$ cat config.mk
export PLATFORM = sky130hd
export DESIGN_NAME = addsub_multicycle
export DESIGN_NICKNAME = d
export VERILOG_FILES = /design/src/rtl/addsub_pkg.sv /design/src/rtl/chunk_adder.sv /design/src/rtl/full_adder.sv /design/src/rtl/addsub_multicycle.sv
export SDC_FILE = /design/constraint.sdc
export NUM_CORES = 1
export LEC_CHECK = 0
export ABC_CLOCK_PERIOD_IN_PS = 5400
export BUFFER_PORTS_ARGS = -buffer_cell sky130_fd_sc_hd__clkbuf_2
export CORE_MARGIN = 3
export CORE_UTILIZATION = 24
export CTS_CLUSTER_SIZE = 25
export DETAILED_ROUTE_END_ITERATION = 8
export GPL_ROUTABILITY_DRIVEN = 1
export PLACE_DENSITY = 0.44
export SETUP_SLACK_MARGIN = 0.1
export SKIP_CTS_REPAIR_TIMING = 1
export SYNTH_ARGS = -nofsm -noshare
export SYNTH_HDL_FRONTEND = slang
export SYNTH_HIERARCHICAL = 1
export SYNTH_SLANG_ARGS = --single-unit
$ cat constraint.sdc
create_clock -name clk -period 5.4 [get_ports clk]
set_clock_uncertainty 0.1 [all_clocks]
set_input_delay 0.81 -clock clk [delete_from_list [all_inputs] [get_ports clk]]
set_output_delay 0.81 -clock clk [all_outputs]
set_load 0.02 [all_outputs]
$ cat src/rtl/addsub_pkg.sv
// Purpose: shared types and constant helpers for the multi-cycle adder/subtractor.
//   state_e     : controller states (IDLE, BUSY, DONE)
//   calc_n      : number of chunks per operation (WIDTH/CHUNK)
//   calc_iw     : chunk index width, $clog2(N) with a minimum of 1
//   sat_max_pos : most positive two's complement value for a given width
//   sat_min_neg : most negative two's complement value for a given width
// The saturation helpers return MAX_W-bit values; callers cast them to WIDTH.
package addsub_pkg;

  localparam int unsigned MAX_W = 64;

  typedef enum logic [1:0] {
    IDLE = 2'd0,
    BUSY = 2'd1,
    DONE = 2'd2
  } state_e;

  function automatic int unsigned calc_n(input int unsigned width, input int unsigned chunk);
    return width / chunk;
  endfunction

  function automatic int unsigned calc_iw(input int unsigned n);
    return (n > 1) ? $clog2(n) : 1;
  endfunction

  function automatic logic [MAX_W-1:0] sat_max_pos(input int unsigned width);
    return (MAX_W'(1) << (width - 1)) - MAX_W'(1);
  endfunction

  function automatic logic [MAX_W-1:0] sat_min_neg(input int unsigned width);
    return MAX_W'(1) << (width - 1);
  endfunction

endpackage

$ cat src/rtl/chunk_adder.sv
// Purpose: CHUNK-bit ripple adder built from full_adder cells.
//   a, b   : CHUNK-bit addends
//   cin    : carry into bit 0
//   sum    : CHUNK-bit sum
//   cout   : carry out of the top bit
//   c_msb  : carry into the top bit (used for signed overflow)
module chunk_adder #(
  parameter int unsigned CHUNK = 4
) (
  input  logic [CHUNK-1:0] a,
  input  logic [CHUNK-1:0] b,
  input  logic             cin,
  output logic [CHUNK-1:0] sum,
  output logic             cout,
  output logic             c_msb
);

  logic [CHUNK:0] w_c;

  assign w_c[0] = cin;

  for (genvar i = 0; i < CHUNK; i++) begin : g_bit
    full_adder u_fa (
      .a   (a[i]),
      .b   (b[i]),
      .cin (w_c[i]),
      .sum (sum[i]),
      .cout(w_c[i+1])
    );
  end

  assign cout  = w_c[CHUNK];
  assign c_msb = w_c[CHUNK-1];

endmodule

$ cat src/rtl/full_adder.sv
// Purpose: single-bit full adder cell.
//   a, b, cin : addend bits and carry in
//   sum, cout : sum bit and carry out
module full_adder (
  input  logic a,
  input  logic b,
  input  logic cin,
  output logic sum,
  output logic cout
);

  assign sum  = a ^ b ^ cin;
  assign cout = (a & b) | (cin & (a ^ b));

endmodule

$ cat src/rtl/addsub_multicycle.sv
// Purpose: multi-cycle adder/subtractor processing CHUNK bits per clock, LSB
// chunk first, through a single chunk_adder. Result in WIDTH/CHUNK cycles.
//   clk, rst             : clock, asynchronous active-high reset
//   in_valid / in_ready  : operand handshake (a, b, cin, sub[, sat])
//   out_valid / out_ready: result handshake (sum, cout, ovf, zero)
//   cout : carry out of MSB (no-borrow for subtract)
//   ovf  : signed overflow
//   zero : final (post-saturation) sum is zero
// Optional: define ADDSUB_SAT_EN to add the sat port and signed saturation.
module addsub_multicycle
  import addsub_pkg::*;
#(
  parameter int unsigned WIDTH = 16,
  parameter int unsigned CHUNK = 4
) (
  input  logic             clk,
  input  logic             rst,
  input  logic             in_valid,
  output logic             in_ready,
  input  logic [WIDTH-1:0] a,
  input  logic [WIDTH-1:0] b,
  input  logic             cin,
  input  logic             sub,
`ifdef ADDSUB_SAT_EN
  input  logic             sat,
`endif
  output logic             out_valid,
  input  logic             out_ready,
  output logic [WIDTH-1:0] sum,
  output logic             cout,
  output logic             ovf,
  output logic             zero
);

  localparam int unsigned N  = calc_n(WIDTH, CHUNK);
  localparam int unsigned IW = calc_iw(N);

  if ((WIDTH % CHUNK) != 0) begin : g_bad_width
    $error("addsub_multicycle: WIDTH must be a multiple of CHUNK");
  end

  state_e            r_state;
  logic [WIDTH-1:0]  r_a;
  logic [WIDTH-1:0]  r_b;
  logic [WIDTH-1:0]  r_sum;
  logic              r_carry;
  logic [IW-1:0]     r_idx;
  logic              r_cout;
  logic              r_ovf;
  logic              r_zero;
  logic              r_out_valid;

  logic [CHUNK-1:0]  w_chunk_sum;
  logic              w_cout;
  logic              w_c_msb;
  logic              w_ovf;
  logic              w_last;
  logic [31:0]       w_shamt;
  logic [WIDTH-1:0]  w_sum_next;
  logic [WIDTH-1:0]  w_result;

  // Operands are shifted right each cycle so the active chunk is always at bit 0.
  chunk_adder #(.CHUNK(CHUNK)) u_chunk_adder (
    .a    (r_a[CHUNK-1:0]),
    .b    (r_b[CHUNK-1:0]),
    .cin  (r_carry),
    .sum  (w_chunk_sum),
    .cout (w_cout),
    .c_msb(w_c_msb)
  );

  assign w_last  = (r_idx == IW'(N - 1));
  assign w_ovf   = w_c_msb ^ w_cout;
  assign w_shamt = 32'(r_idx) * 32'(CHUNK);

  // Result register is cleared at accept, so OR-ing in the new chunk places it.
  assign w_sum_next = r_sum | (WIDTH'(w_chunk_sum) << w_shamt);

`ifdef ADDSUB_SAT_EN
  localparam logic [WIDTH-1:0] MAX_POS = WIDTH'(sat_max_pos(WIDTH));
  localparam logic [WIDTH-1:0] MIN_NEG = WIDTH'(sat_min_neg(WIDTH));

  logic r_sat;

  // Overflow with carry-out set can only come from two negatives: clamp low.
  always_comb begin
    w_result = w_sum_next;
    if (r_sat && w_ovf) begin
      w_result = w_cout ? MIN_NEG : MAX_POS;
    end
  end

  always_ff @(posedge clk or posedge rst) begin
    if (rst) begin
      r_sat <= 1'b0;
    end else if (r_state == IDLE && in_valid) begin
      r_sat <= sat;
    end
  end
`else
  assign w_result = w_sum_next;
`endif

  // Controller, operand shifters, result register and flags.
  always_ff @(posedge clk or posedge rst) begin
    if (rst) begin
      r_state     <= IDLE;
      r_a         <= '0;
      r_b         <= '0;
      r_sum       <= '0;
      r_carry     <= 1'b0;
      r_idx       <= '0;
      r_cout      <= 1'b0;
      r_ovf       <= 1'b0;
      r_zero      <= 1'b0;
      r_out_valid <= 1'b0;
    end else begin
      case (r_state)
        IDLE: begin
          if (in_valid) begin
            r_a     <= a;
            r_b     <= sub ? ~b : b;
            r_carry <= sub ? 1'b1 : cin;
            r_idx   <= '0;
            r_sum   <= '0;
            r_state <= BUSY;
          end
        end
        BUSY: begin
          r_a     <= r_a >> CHUNK;
          r_b     <= r_b >> CHUNK;
          r_carry <= w_cout;
          r_idx   <= r_idx + IW'(1);
          if (w_last) begin
            r_sum       <= w_result;
            r_cout      <= w_cout;
            r_ovf       <= w_ovf;
            r_zero      <= (w_result == '0);
            r_out_valid <= 1'b1;
            r_state     <= DONE;
          end else begin
            r_sum <= w_sum_next;
          end
        end
        DONE: begin
          if (out_ready) begin
            r_out_valid <= 1'b0;
            r_state     <= IDLE;
          end
        end
        default: begin
          r_out_valid <= 1'b0;
          r_state     <= IDLE;
        end
      endcase
    end
  end

  assign in_ready  = (r_state == IDLE);
  assign out_valid = r_out_valid;
  assign sum       = r_sum;
  assign cout      = r_cout;
  assign ovf       = r_ovf;
  assign zero      = r_zero;

endmodule

Word level (Yosys, flattened, before mapping)

Index checks and enable logic that the tools add are counted.

Bits in registers: 57
Input bits: 38
Output and inout port bits: 21
Logic and storage cells: 68

$add $sub $neg: 1
Equal/unequal tests: 6
Shift-type cells: 1
Muxes and demuxes: 19
Bitwise operators: 24
Reduce and logical (&&, ||, !) cells: 7

Operator list:

| cell                                                            | number |
|---|---|
| 16-bit one-hot mux with 2 select lines                          | 3 |
| 16-bit 2-to-1 mux                                               | 4 |
| 16-bit logical NOT                                              | 1 |
| 16-bit inverter                                                 | 1 |
| 16-bit bitwise OR                                               | 1 |
| 4-bit by 4-bit left shift with 16-bit output                    | 1 |
| 1-bit bitwise XOR                                               | 9 |
| 1-bit AND                                                       | 8 |
| 2-bit 2-to-1 mux                                                | 4 |
| 2-bit != test, second input constant                            | 3 |
| 2-bit one-hot mux with 3 select lines                           | 1 |
| 3-bit AND reduction                                             | 2 |
| 2-bit == test, second input constant                            | 2 |
| 1-bit 2-to-1 mux                                                | 4 |
| 1-bit bitwise OR                                                | 4 |
| 2-bit one-hot mux with 2 select lines                           | 1 |
| 2-bit AND reduction                                             | 2 |
| 1-bit one-hot mux with 3 select lines                           | 1 |
| 2-bit by 1-bit adder with 2-bit output, second input constant   | 1 |
| 2-bit by 1-bit == test with 1-bit output, second input constant | 1 |
| 2-bit logical NOT                                               | 1 |
| 1-bit one-hot mux with 2 select lines                           | 1 |
| 2-bit nonzero test                                              | 1 |
| 1-bit inverter                                                  | 1 |

Logic depth before layout (Yosys ltp)

Depth in word-level cells: 11
Gate-level depth with buffers: 7
Gate-level depth less buffers: 7

Hierarchy

Netlist, hierarchy kept.

By module, submodules not included:

| module            | instances | cells an instance | area each (sq um) | seq. area each (sq um) |
|---|---|---|---|---|
| addsub_multicycle | 1         | 254               | 2682.6            | 1426.4 |
| full_adder        | 4         | 1                 | 20.0              | 0.0 |

Worst setup path before layout

No wires, ideal clock.

Kind: reg2reg
Start: reg r_a[0]
End: reg r_zero, in the netlist zero
Arrival time: 2.670 ns
Data required time: 5.204 ns
Slack: 2.534 ns
Stages on the path, launching flop included: 8
Buffers on the path: 0
Clock period less this slack: 2.866 ns
Cell sequence: dfrtp_1 -> fa_1 -> fa_1 -> fa_1 -> fa_1 -> nor4_1 -> nand4_1 -> o31ai_1

Cells in the longest elaborated chain, start to end: 11
Elaborated cells on any way between the ends: 15

Ends and longest elaborated chain:

| element                                          | RTL line                 | text |
|---|---|---|
| from (decl)                                      | addsub_multicycle.sv:43  | `logic [WIDTH-1:0] r_a;` |
| from (signal assigned)                           | addsub_multicycle.sv:130 | `r_a <= r_a >> CHUNK;` |
| 1-bit bitwise XOR                                | full_adder.sv:13         | `assign cout = (a & b) \| (cin & (a ^ b));` |
| 1-bit AND                                        | full_adder.sv:13         |  |
| 1-bit bitwise OR (*)                             | full_adder.sv:13         |  |
| via u_chunk_adder.w_c[1]                         | chunk_adder.sv:18        | `logic [CHUNK:0] w_c;` |
| 1-bit AND (*)                                    | full_adder.sv:13         |  |
| 1-bit bitwise OR (*)                             | full_adder.sv:13         |  |
| via u_chunk_adder.w_c[2]                         | chunk_adder.sv:18        |  |
| 1-bit AND (*)                                    | full_adder.sv:13         |  |
| 1-bit bitwise OR (*)                             | full_adder.sv:13         |  |
| via w_c_msb                                      | addsub_multicycle.sv:55  | `logic w_c_msb;` |
| 1-bit bitwise XOR (*)                            | full_adder.sv:12         | `assign sum = a ^ b ^ cin;` |
| via w_chunk_sum[3]                               | addsub_multicycle.sv:53  | `logic [CHUNK-1:0] w_chunk_sum;` |
| 4-bit by 4-bit left shift with 16-bit output (*) | addsub_multicycle.sv:77  | `assign w_sum_next = r_sum \| (WIDTH'(w_chunk_sum) << w_shamt);` |
| 16-bit bitwise OR (*)                            | addsub_multicycle.sv:77  |  |
| 16-bit logical NOT (*)                           | addsub_multicycle.sv:138 | `r_zero <= (w_result == '0);` |
| to (signal assigned)                             | addsub_multicycle.sv:138 |  |
| to (decl)                                        | addsub_multicycle.sv:50  | `logic r_zero;` |

The timed path passes the listed nets; every way through them passes the cells marked *.
A chain may end at the register's enable or synchronous reset.

Worst setup path after layout

Ends and elaborated chain as after synthesis.

==> impl_metrics.toml <==
[finish]
layout.cells.most_common = "clkbuf_2"
n_antenna_cell = 0
utilization_pct = 31.1
nNetsFinal = 351
syn_to_final_growth_pct = 24.2
layout_common_cells = "58 x clkbuf_2, 57 x dfrtp_1, 39 x o22ai_1, 25 x a21oi_1, 15 x a22o_1"
fill_cells = 1170
drive_gt1_share_pct = 25.0
final_cells = 452

[cts]
numClockSinks = 57
cts_root_buf = "clkbuf_16"
htree_levels = 3
clk_latency_ps = 320
path_clk_slew_ps = 50
cts_tree = "built"
cts_buffers = 9
clockBufferDepth = 2

[setup_path]
criticalPathCategory = "register to register"
cp-startpoint = "r_a[0]"
required_ps = 5520
r2r_start = "r_a[0]"
timing.rr.end = "zero"
startpoint_type = "register"
rrSetupSlack_ps = 2370
worst-endpoint-arrival_ps = 3150
critical_path.max_fanout = 6
end_kind = "register"
cp-endpoint = "zero"
reg2regPathDepth = 7

[floorplan]
die-height_um = 113
io_pins = 59
core_mm2 = 0.0110
die_x_um = 113
start_util_pct = 25.0
num_rows = 38
die_area_mm2 = 0.0128

[synthesis]
synth_cells = 258
yosys_warnings = 6
synth_top_area_share_pct = 51.6
synth.area.top_cells = "dfrtp_1 52%, o22ai_1 8.8%, a22o_1 4.8%"
synth_cell_types = 37
yosysSeqAreaShare_pct = 51.6
synth-seq-cells = 57
syn-cell-area_mm2 = 0.00276
syn_nets = 301
synth.largest_area_cell = "dfrtp_1"
synth.avg_cell_area_um2 = 10.7

[power]
powerDensity_mw_per_mm2 = 678
ir_drop_mv = 0.235
p_leak_nw = 1.52
power_mw = 2.33

[timing]
period_share_pct = 56.1
slew_viol_final = 0
setup_viol = 0
max_freq_mhz = 330
hold_viol_final = 0
finalCriticalPeriod_ps = 3030
final.setup.tns_ps = 0
slew_headroom_pct = 26.9
grt_setup_unrepaired = "no"
setup_slack_ps = 2370
tightest_slew_ps = 1090

[placement]
finalWeightedCongestion = 0.741
placed_cells = 437
io_buffers = 58
preCtsSetupSlack_ps = 2360
dp_hpwl_um = 5180

[hold_path]
hold_path_class = "register to register"

[detailed_routing]
via_count = 2205
first_iter_violations = 163
drc_errors = 0
avgRoutedWirePerCell_um = 17.0
vias_per_cell = 4.88
dr.pass1.iters = 4
ant_nets = 0
wl_um = 7690

[grt]
grtUsageMet1_pct = 17.8
antenna_found_initial = 0
grt_busiest_layer = "met2"
grt_pass1_wl_um = 12700
overflow = 0
grt_pass1_vias = 2306
grt.met2_usage_pct = 19.3
grtUsageTotal_pct = 12.7
met3_usage_pct = 4.01
grt_start_max_net_pins = 58

[run]
maxCapViolations = 0

[run_status]
status = "finished clean"
## through the flow
| stage | hold WS, ps | instance area [µm²] |
|---|---|---|
| 3_3_place_gp | 362 | 3100 |
| 4_1_cts | 376 | 3430 |
| 5_1_grt | 402 | 3430 |
| 6_report | 371 | 3430 |
| 2_1_floorplan | 343 | 2760 |
| 3_5_place_dp | 365 | 3100 |
## Yosys cell counts
master    instances
a22o_1           15
a21oi_1          25
nand2b_4          1
o22ai_1          39
and2_0            3
and4b_1           1
buf_4             8
mux2_2            1
a32o_1            4
or4b_1            1
nor2_1            7
nand2_1          13
nand4_1           1
and2_1            3
nand3b_1          1
and2b_1           2
dfrtp_1          57
ha_1              1
o21ai_0          10
xnor2_1           5
inv_1             7
buf_2             5
o31ai_1           2
a31oi_1           6
nor2b_1           2
nand2_2           1
nor2_2            1
nor3b_1           2
xor2_1           12
nand2b_1          1
o21ai_1           3
buf_6             3
o21bai_1          1
fa_1              4
nor3_1            1
nor4_1            5
clkbuf_1          4
## area by class of cell
class,count,area [µm²],share of cell area (%)
Timing Repair Buffer,59,298,8.68
Inverter,7,26.3,0.766
Tap cell,140,175,5.10
Multi-Input combinational cell,174,1180,34.3
Clock buffer,13,270,7.87
Sequential cell,57,1430,41.6
Clock inverter,2,60.1,1.75
## power breakdown
part           switching [mW]  internal (mW)
clock network           0.187          0.439
registers               0.187          0.613
logic                   0.535          0.364
## routing by layer
| layer | vias to the layer above | routed length (µm) |
|---|---|---|
| li1 | 1058 | - |
| met5 | - | 0 |
| met3 | 6 | 401 |
| met4 | 0 | 60 |
| met1 | 1073 | 3670 |
| met2 | 68 | 3560 |
## critical path, stage by stage (launching register included)
cell,delay (ps)
dfrtp_1,410
fa_1,440
fa_1,390
fa_1,420
fa_1,570
nor4_1,250
nand4_1,110
o31ai_1,250
## registers in the layout (all words and copies together) (netlist names), 2 cells and up
signal / flops
r_idx: 2
r_state: 2
r_a: 16
r_b: 16
sum: 16
## cell families (layout without fill, tap and decap cells)
family,after synthesis,in the layout,synth area share [%]
muxes,1,1,0.408
and+or+nand+nor,46,46,9.33
DFF,57,57,51.6
AOI/OAI and AO/OA,105,105,24.1
xor gates and xnor gates,17,17,5.39
buffers and inverters,27,81,5.80
adders and majority gates,5,5,3.35
## how the worst min path moves through the flow
| stage | from | endpoint | cells after the start |
|---|---|---|---|
| after global routing | out_valid | out_valid | 2 |
| after global placement | r_a[10] | r_a[10] | 2 |
| after CTS | r_a[10] | r_a[10] | 2 |
| after floorplan | r_a[10] | r_a[10] | 2 |
| final | r_a[10] | r_a[10] | 2 |
| after detailed placement | r_a[10] | r_a[10] | 2 |
(Power assumes the default switching activity.)
